`src/rtl/fir_decim_fifo_if.sv`:
```
// AXI-Stream style handshake bundle (valid / ready / data) used on both
// sides of the decimating FIFO.
interface fir_decim_fifo_if #(
  parameter int DATA_W = 16
);
  logic              tvalid;
  logic              tready;
  logic [DATA_W-1:0] tdata;

  // Producer side: drives valid and data, observes ready.
  modport master (
    output tvalid,
    output tdata,
    input  tready
  );

  // Consumer side: observes valid and data, drives ready.
  modport slave (
    input  tvalid,
    input  tdata,
    output tready
  );
endinterface

```
`src/rtl/fir_decim_fifo.sv`:
```
// Boxcar-average decimator followed by a first-word-fall-through FIFO.
// Groups of DECIM signed samples are summed and divided by DECIM using an
// arithmetic shift, which floors the result. Each average is written into a
// small circular buffer. The buffer is read out through an AXI-Stream
// master that supports full backpressure. Input ready depends only on
// registered state, so it never has a combinational path from the
// downstream ready.
module fir_decim_fifo #(
  parameter int DATA_W = 16,
  parameter int DECIM  = 4,
  parameter int DEPTH  = 8
) (
  input  logic                   aclk,
  input  logic                   areset,
  fir_decim_fifo_if.slave        s_axis_data,
  fir_decim_fifo_if.master       m_axis_data,
  output logic [$clog2(DEPTH):0] fifo_level
);

  localparam int LOG2_DECIM = $clog2(DECIM);
  localparam int PH_W       = (LOG2_DECIM > 0) ? LOG2_DECIM : 1;
  localparam int ACC_W      = DATA_W + LOG2_DECIM;
  localparam int PTR_W      = $clog2(DEPTH);
  localparam int LVL_W      = PTR_W + 1;

  localparam logic [PH_W-1:0]  PH_LAST  = PH_W'(DECIM - 1);
  localparam logic [LVL_W-1:0] LVL_FULL = LVL_W'(DEPTH);

  // Decimator state
  logic [PH_W-1:0]          phase;
  logic signed [ACC_W-1:0]  acc;
  logic signed [DATA_W-1:0] x;
  logic signed [ACC_W-1:0]  x_ext;
  logic signed [ACC_W-1:0]  sum;
  logic signed [ACC_W-1:0]  shifted;
  logic [DATA_W-1:0]        push_data;

  // FIFO state
  logic [DATA_W-1:0] mem [DEPTH];
  logic [PTR_W-1:0]  rd_ptr;
  logic [PTR_W-1:0]  wr_ptr;

  // Handshake events
  logic accept;
  logic push;
  logic pop;

  assign x     = s_axis_data.tdata;
  assign x_ext = ACC_W'(x);

  // While the FIFO is full, a group may still collect samples. Only the
  // closing sample, which would need a free slot, is held off.
  assign s_axis_data.tready = (phase != PH_LAST) | (fifo_level != LVL_FULL);

  assign accept = s_axis_data.tvalid & s_axis_data.tready;
  assign push   = accept & (phase == PH_LAST);
  assign pop    = m_axis_data.tvalid & m_axis_data.tready;

  // Running group sum including the current sample, and its floored average.
  always_comb begin
    // NOTE: give every always_comb target a default before any condition,
    // so that no path can leave it unassigned and infer a latch.
    sum = x_ext;
    if (phase != '0) begin
      sum = acc + x_ext;
    end
    shifted   = sum >>> LOG2_DECIM;
    push_data = shifted[DATA_W-1:0];
  end

  // Group phase and accumulator advance only on an accepted sample.
  always_ff @(posedge aclk or posedge areset) begin
    // NOTE: registers use non-blocking assignments. Every flop then samples
    // the values from before the edge, regardless of block order.
    if (areset) begin
      phase <= '0;
      acc   <= '0;
    end else if (accept) begin
      acc   <= sum;
      phase <= (phase == PH_LAST) ? '0 : phase + PH_W'(1);
    end
  end

  // FIFO storage is written on push.
  always_ff @(posedge aclk) begin
    // NOTE: the storage array has no reset on purpose. The pointers and the
    // level define which entries are valid, and a reset here would prevent
    // mapping the array to RAM.
    if (push) begin
      mem[wr_ptr] <= push_data;
    end
  end

  // FIFO pointers and occupancy. A simultaneous push and pop leaves the
  // level unchanged.
  always_ff @(posedge aclk or posedge areset) begin
    if (areset) begin
      rd_ptr     <= '0;
      wr_ptr     <= '0;
      fifo_level <= '0;
    end else begin
      if (push) wr_ptr <= wr_ptr + PTR_W'(1);
      if (pop)  rd_ptr <= rd_ptr + PTR_W'(1);
      case ({push, pop})
        2'b10:   fifo_level <= fifo_level + LVL_W'(1);
        2'b01:   fifo_level <= fifo_level - LVL_W'(1);
        default: fifo_level <= fifo_level;
      endcase
    end
  end

  // The head word falls through to the output. Data reads as zero while
  // the FIFO is empty.
  assign m_axis_data.tvalid = (fifo_level != '0);
  assign m_axis_data.tdata  = m_axis_data.tvalid ? mem[rd_ptr] : '0;

endmodule

```
`src/flat_wrapper.sv`:
```
// flat-port wrapper written by rule: the top's interface ports become plain ports
module fir_decim_fifo_flat 
#(
  parameter int DATA_W = 16,
  parameter int DECIM  = 4,
  parameter int DEPTH  = 8
)
  (aclk, areset, fifo_level, s_axis_data_tvalid, s_axis_data_tdata, s_axis_data_tready, m_axis_data_tvalid, m_axis_data_tdata, m_axis_data_tready);
  fir_decim_fifo_if #(.DATA_W(DATA_W)) s_axis_data_i ();
  fir_decim_fifo_if #(.DATA_W(DATA_W)) m_axis_data_i ();
  input  logic aclk;
  input  logic areset;
  output logic [$clog2(DEPTH):0] fifo_level;
  input wire logic [$bits(s_axis_data_i.tvalid)-1:0] s_axis_data_tvalid;
  input wire logic [$bits(s_axis_data_i.tdata)-1:0] s_axis_data_tdata;
  output wire logic [$bits(s_axis_data_i.tready)-1:0] s_axis_data_tready;
  output wire logic [$bits(m_axis_data_i.tvalid)-1:0] m_axis_data_tvalid;
  output wire logic [$bits(m_axis_data_i.tdata)-1:0] m_axis_data_tdata;
  input wire logic [$bits(m_axis_data_i.tready)-1:0] m_axis_data_tready;
  assign s_axis_data_i.tvalid = s_axis_data_tvalid;
  assign s_axis_data_i.tdata = s_axis_data_tdata;
  assign s_axis_data_tready = s_axis_data_i.tready;
  assign m_axis_data_tvalid = m_axis_data_i.tvalid;
  assign m_axis_data_tdata = m_axis_data_i.tdata;
  assign m_axis_data_i.tready = m_axis_data_tready;
  fir_decim_fifo #(.DATA_W(DATA_W), .DECIM(DECIM), .DEPTH(DEPTH)) u_core (.aclk(aclk), .areset(areset), .s_axis_data(s_axis_data_i), .m_axis_data(m_axis_data_i), .fifo_level(fifo_level));
endmodule
```
`config.mk`:
```
export PLATFORM = sky130hd
export DESIGN_NAME = fir_decim_fifo_flat
export DESIGN_NICKNAME = d
export VERILOG_FILES = /design/src/rtl/fir_decim_fifo_if.sv /design/src/rtl/fir_decim_fifo.sv /design/src/flat_wrapper.sv
export SDC_FILE = /design/constraint.sdc
export NUM_CORES = 1
export LEC_CHECK = 0
export BUFFER_PORTS_ARGS = -buffer_cell sky130_fd_sc_hd__buf_2
export CAP_MARGIN = 15
export CORE_UTILIZATION = 65
export CTS_CLUSTER_DIAMETER = 50
export DETAILED_ROUTE_END_ITERATION = 7
export GPL_TIMING_DRIVEN = 0
export PLACE_DENSITY = 0.84
export SLEW_MARGIN = 20
export SYNTH_ARGS = -nofsm -noshare
export SYNTH_HDL_FRONTEND = slang
export SYNTH_SLANG_ARGS = --single-unit
```
`constraint.sdc`:
```
create_clock -name aclk -period 4.85 [get_ports aclk]
set_input_delay 0.2425 -clock aclk [delete_from_list [all_inputs] [get_ports aclk]]
set_output_delay 0.2425 -clock aclk [all_outputs]
set_load 0.01 [all_outputs]
```
# [Yosys cells after proc, flatten, opt, wreduce, memory -nomap -nowiden]
# Memories as Yosys holds them, arrays and structs flattened.
# Index checks and enable logic that the tools add are counted.
[word_totals] output_inout_bits=22 memories=1 reg_bits=30 mem_bits_rw=128
[memory_table] memory="u_core.mem" words=8 word_bits=16 rd=1 rd_clocked_by_memory_dff=0 wr=1 line_no="fir_decim_fifo.sv:39" source="logic [DATA_W-1:0] mem [DEPTH];"
[classes] n_reduce_logical=3 eq_ne=5 mux=6 addsub=6 bitwise_logic=4
[op_table] op="$add A18 B16 Y18" n=1
[op_table] op="$mux W18" n=1
[op_table] op="$mux W16" n=1
[op_table] op="$pmux W4 S2" n=1
[op_table] op="$add A3 B1 Y3 const B" n=2
[op_table] op="$add A4 B1 Y4 const B" n=1
[op_table] op="$eq A2 B2 Y1 const B" n=2
[op_table] op="$ne A4 B4 Y1 const B" n=1
[op_table] op="$reduce_bool A2 Y1" n=2
[op_table] op="$reduce_bool A4 Y1" n=1
[op_table] op="$sub A4 B1 Y4 const B" n=1
[op_table] op="$and A1 B1 Y1" n=3
[op_table] op="$add A2 B1 Y2 const B" n=1
[op_table] op="$eq A2 B1 Y1 const B" n=1
[op_table] op="$mux W1" n=2
[op_table] op="$mux W2" n=1
[op_table] op="$ne A2 B2 Y1 const B" n=1
[op_table] op="$or A1 B1 Y1" n=1

# [Longest topological paths before layout]
[logic_depth] depth_word=6 ltp_mapped=13

# [Worst setup path before layout]
# No wires, ideal clock.
[synth_path] kind="flip-flop to flip-flop" startpoint="register u_core.fifo_level[1]" endpoint="memory u_core.mem[1][0], enable pin" arrival_time_ps=2687 setup_slack_ps=1754 period_less_slack_ps=3096 stages_incl_launch_ff=9 n_path_buf=3 cell_sequence="dfrtp_1 -> clkbuf_1 -> nor3_1 -> nand3_1 -> and2_1 -> buf_2 -> buf_2 -> nand3_1 -> nor3_1"
[synth_via] elab_chain_cells=6
[synth_rtl] element="start: declaration" line_no="fir_decim_fifo.sv:17" source="output logic [$clog2(DEPTH):0] fifo_level"
[synth_rtl] element="start signal: assignment" line_no="fir_decim_fifo.sv:105" source="2'b10: fifo_level <= fifo_level + LVL_W'(1);"
[synth_rtl] element="start signal: assignment" line_no="fir_decim_fifo.sv:106" source="2'b01: fifo_level <= fifo_level - LVL_W'(1);"
[synth_rtl] element="start signal: assignment" line_no="fir_decim_fifo.sv:107" source="default: fifo_level <= fifo_level;"
[synth_rtl] element="$ne A4 B4 Y1" line_no="fir_decim_fifo.sv:53" source="assign s_axis_data.tready = (phase != PH_LAST) | (fifo_level != LVL_FULL);"
[synth_rtl] element="$or A1 B1 Y1" line_no="fir_decim_fifo.sv:53"
[synth_rtl] element="named net s_axis_data_tready" line_no="flat_wrapper.sv:16" source="output wire logic [$bits(s_axis_data_i.tready)-1:0] s_axis_data_tready;"
[synth_rtl] element="$and A1 B1 Y1" line_no="fir_decim_fifo.sv:55" source="assign accept = s_axis_data.tvalid & s_axis_data.tready;"
[synth_rtl] element="$and A1 B1 Y1" line_no="fir_decim_fifo.sv:56" source="assign push = accept & (phase == PH_LAST);"
[synth_rtl] element="$mux W1" line_no="fir_decim_fifo.sv:89" source="if (push) begin"
[synth_rtl] element="$mux W1 (not written as such)" line_no="fir_decim_fifo.sv:90" source="mem[wr_ptr] <= push_data;"
[synth_rtl] element="end: declaration" line_no="fir_decim_fifo.sv:39"
# The timed path passes the listed nets, and every way through them passes these cells.

# [Final worst setup path]
[layout_path] startpoint="register u_core.acc[2]" endpoint="memory u_core.mem[1][13], data pin"
[layout_via] elab_chain_cells=2
[layout_rtl] element="start: declaration" line_no="fir_decim_fifo.sv:31" source="logic signed [ACC_W-1:0] acc;"
[layout_rtl] element="start signal: assignment" line_no="fir_decim_fifo.sv:79" source="acc <= sum;"
[layout_rtl] element="$add A18 B16 Y18" line_no="fir_decim_fifo.sv:65" source="sum = acc + x_ext;"
[layout_rtl] element="$mux W18" line_no="fir_decim_fifo.sv:64" source="if (phase != '0) begin"
[layout_rtl] element="named net u_core.sum[15]" line_no="fir_decim_fifo.sv:34" source="logic signed [ACC_W-1:0] sum;"
# The timed path passes the listed nets, and every way through them passes these cells.

==> impl_metrics.tcl <==
set metrics [dict create \
    outcome "complete, no violations" \
    wl_um 16400 \
    whs_path_depth 3 \
    syn_nets 523 \
    grt_pass1_vias 4760 \
    grt_remaining_overflow 0 \
    cts.repair.resized 0 \
    drc 0 \
    cp-end-kind "flop" \
    gp_congestion 0.948 \
    setup_viol 0 \
    hold_violations 0 \
    areaGrowthSynthToFinish_pct 15.3 \
    fin_worst_skew_ns 0.0101 \
    initial_core_util 0.668 \
    clk_latency_ns 0.53 \
    drt_iter0_drc 376 \
    slew_viol_final 0 \
    vias 4487 \
    cts_max_path_buffers 2 \
    drive_gt1_frac 0.267 \
    cts-root-buf "clkbuf_8" \
    ios 42 \
    synthCells 478 \
    max_freq_mhz 316 \
    die_h_um 108 \
    die_w_um 108 \
    routed_via_density 6.39 \
    power.density_nw_per_um2 728 \
    die_area_um2 11600 \
    cts_buffers 17 \
    worst_slew_pin_slew_ns 1.04 \
    crit_arrival_ns 3.35 \
    required_ns 5.03 \
    fin_hold_ws_ns 0.0502 \
    ys.flop_type "edfxtp_1" \
    h-tree-depth 4 \
    syn_avg_cell_area_um2 15.1 \
    final_cell_mix "edfxtp_1, buf_2, nand2_1, mux4_2, dfrtp_1" \
    core_um2 10800 \
    fin_cells 702 \
    post_drt_wl_per_cell_um 23.4 \
    cap_violations 0 \
    tns_ns 0 \
    fin_crit_ns 3.16 \
    stdcell_area_um2 8350 \
    place.port_buffers 41 \
    synthArstFlopShare 0.190 \
    post_cts_buffers 0 \
    synth_seq_cells 158 \
    fin_nets 594 \
    drt_first_pass_iters 5 \
    ys_types 50 \
    synth_area_um2 7240 \
    cts_tree "done" \
    antenna_found_initial 0 \
    period_share 0.652 \
    num_rows 38 \
    synth-seq-area-share 0.635 \
    final_common_cell "edfxtp_1" \
    cp_max_fo 8 \
    critPathLaunchType "flop" \
    grt_pass1_wl_um 25700 \
    place_hpwl_um 10800 \
    track_usage 0.314 \
    total_power_w 0.00608 \
    ir_worst_vdd_mv 0.531 \
    grt_max_degree 31 \
    ant_nets 0 \
    hp-class "in -> reg" \
    max-slew-margin-rel 0.299 \
    dpl_cell_area_um2 7760 \
    dp_cells 669 \
    p_leak_nw 3.07 \
    yosys_warnings 0 \
    cts.sinks 158 \
    ctsHoldBuffers 1 \
    n_antenna_cell 0 \
    r2r_setup_slack_ns 1.69 \
    clk_pin_slew_worst_paths_ns 0.06 \
    synth_edf_count 128 \
    reg2reg_depth 8 \
    rsz0062_at_grt "false" \
    worstSetupPathType "reg -> reg" \
]
==> synthesized netlist by cell type (3+ instances only) <==
| cell type | count | area share |
|---|---|---|
| dfrtp_1 | 30 | 0.10 |
| nand3b_1 | 3 | 0.0031 |
| clkbuf_1 | 12 | 0.0062 |
| o21bai_1 | 4 | 0.0041 |
| a21oi_1 | 16 | 0.011 |
| mux2i_1 | 18 | 0.025 |
| nor2_1 | 31 | 0.016 |
| mux2_2 | 13 | 0.020 |
| ha_1 | 24 | 0.041 |
| a21o_1 | 4 | 0.0041 |
| xor2_1 | 9 | 0.011 |
| xnor2_1 | 14 | 0.017 |
| edfxtp_1 | 128 | 0.53 |
| mux4_2 | 32 | 0.10 |
| buf_2 | 6 | 0.0041 |
| o21ai_1 | 4 | 0.0028 |
| nor3_1 | 3 | 0.0021 |
| inv_1 | 15 | 0.0078 |
| nand2_1 | 36 | 0.019 |
| a31oi_1 | 5 | 0.0043 |
| o21ai_0 | 19 | 0.013 |
| nand3_1 | 14 | 0.0097 |
| o21a_1 | 3 | 0.0031 |
==> worst max-delay path, stage by stage, from the launching register on <==
cell and delay [ns]:
dfrtp_1 0.40, ha_1 0.37, and3_1 0.23, a22oi_1 0.31, o21ai_0 0.26, a21oi_1 0.21, o21bai_1 0.10, xnor2_1 0.15
o21ai_0 0.80
==> area by class of cell <==
| class | instances | area, µm² |
|---|---|---|
| flip-flops and latches | 158 | 4590 |
| inverters | 15 | 56.3 |
| fillers | 629 | 2490 |
| repair buffers | 52 | 324 |
| plain buffers | 20 | 82.6 |
| multi-input cells | 285 | 2540 |
| clock buffers | 17 | 414 |
| well taps | 140 | 175 |
| clock inverters | 15 | 163 |
==> state kept, by name (all words and copies together) (netlist names) <==
name               count
u_core.acc            18
u_core.fifo_level      4
u_core.phase           2
u_core.wr_ptr          3
u_core.rd_ptr          3
u_core.mem           128
==> cells by family (layout without fill, tap and decap cells) <==
group	Yosys count	count (layout)	share of synthesized area
simple gates	100	100	0.0626
buf+inv	35	119	0.0192
flops	158	158	0.635
mux	63	63	0.145
xor+xnor	23	23	0.0278
compound gates	74	74	0.0669
fa+ha+maj	25	25	0.0442
==> routing by layer <==
metal / vias up / track usage / part of all wire
met4: 0 / 0.136 / 0.030
met5: - / 0 / 0
met1: 2260 / 0.384 / 0.38
met2: 200 / 0.547 / 0.52
li1: 1986 / - / -
met3: 41 / 0.0569 / 0.063
==> power by group <==
group / switching, W / leakage (nW) / total, W / internal, W
clock: 0.000555 / 0.269 / 0.00130 / 0.000741
combinational: 0.00159 / 1.29 / 0.00257 / 0.000985
sequential: 0.000134 / 1.51 / 0.00221 / 0.00207
==> per-stage QoR <==
step                       util  setup WS, ns
final                     0.770          1.69
after global placement    0.703         0.684
after floorplan               -          1.75
after global routing      0.770          1.48
after CTS                 0.770          1.75
after detailed placement  0.716          1.78
==> final timing paths <==
kind,startpoint,end
worst min-delay path,s_axis_data_tdata[0],u_core.acc[0]
worst max register to register,u_core.acc[2],u_core.mem[1][13]
min in group asynchronous,areset,u_core.fifo_level[1]
worst max-delay path,u_core.acc[2],u_core.mem[1][13]
max in group asynchronous,areset,u_core.acc[6]
worst min register to register,u_core.acc[0],u_core.acc[0]
Note: power is estimated with default switching activity, not from simulation.
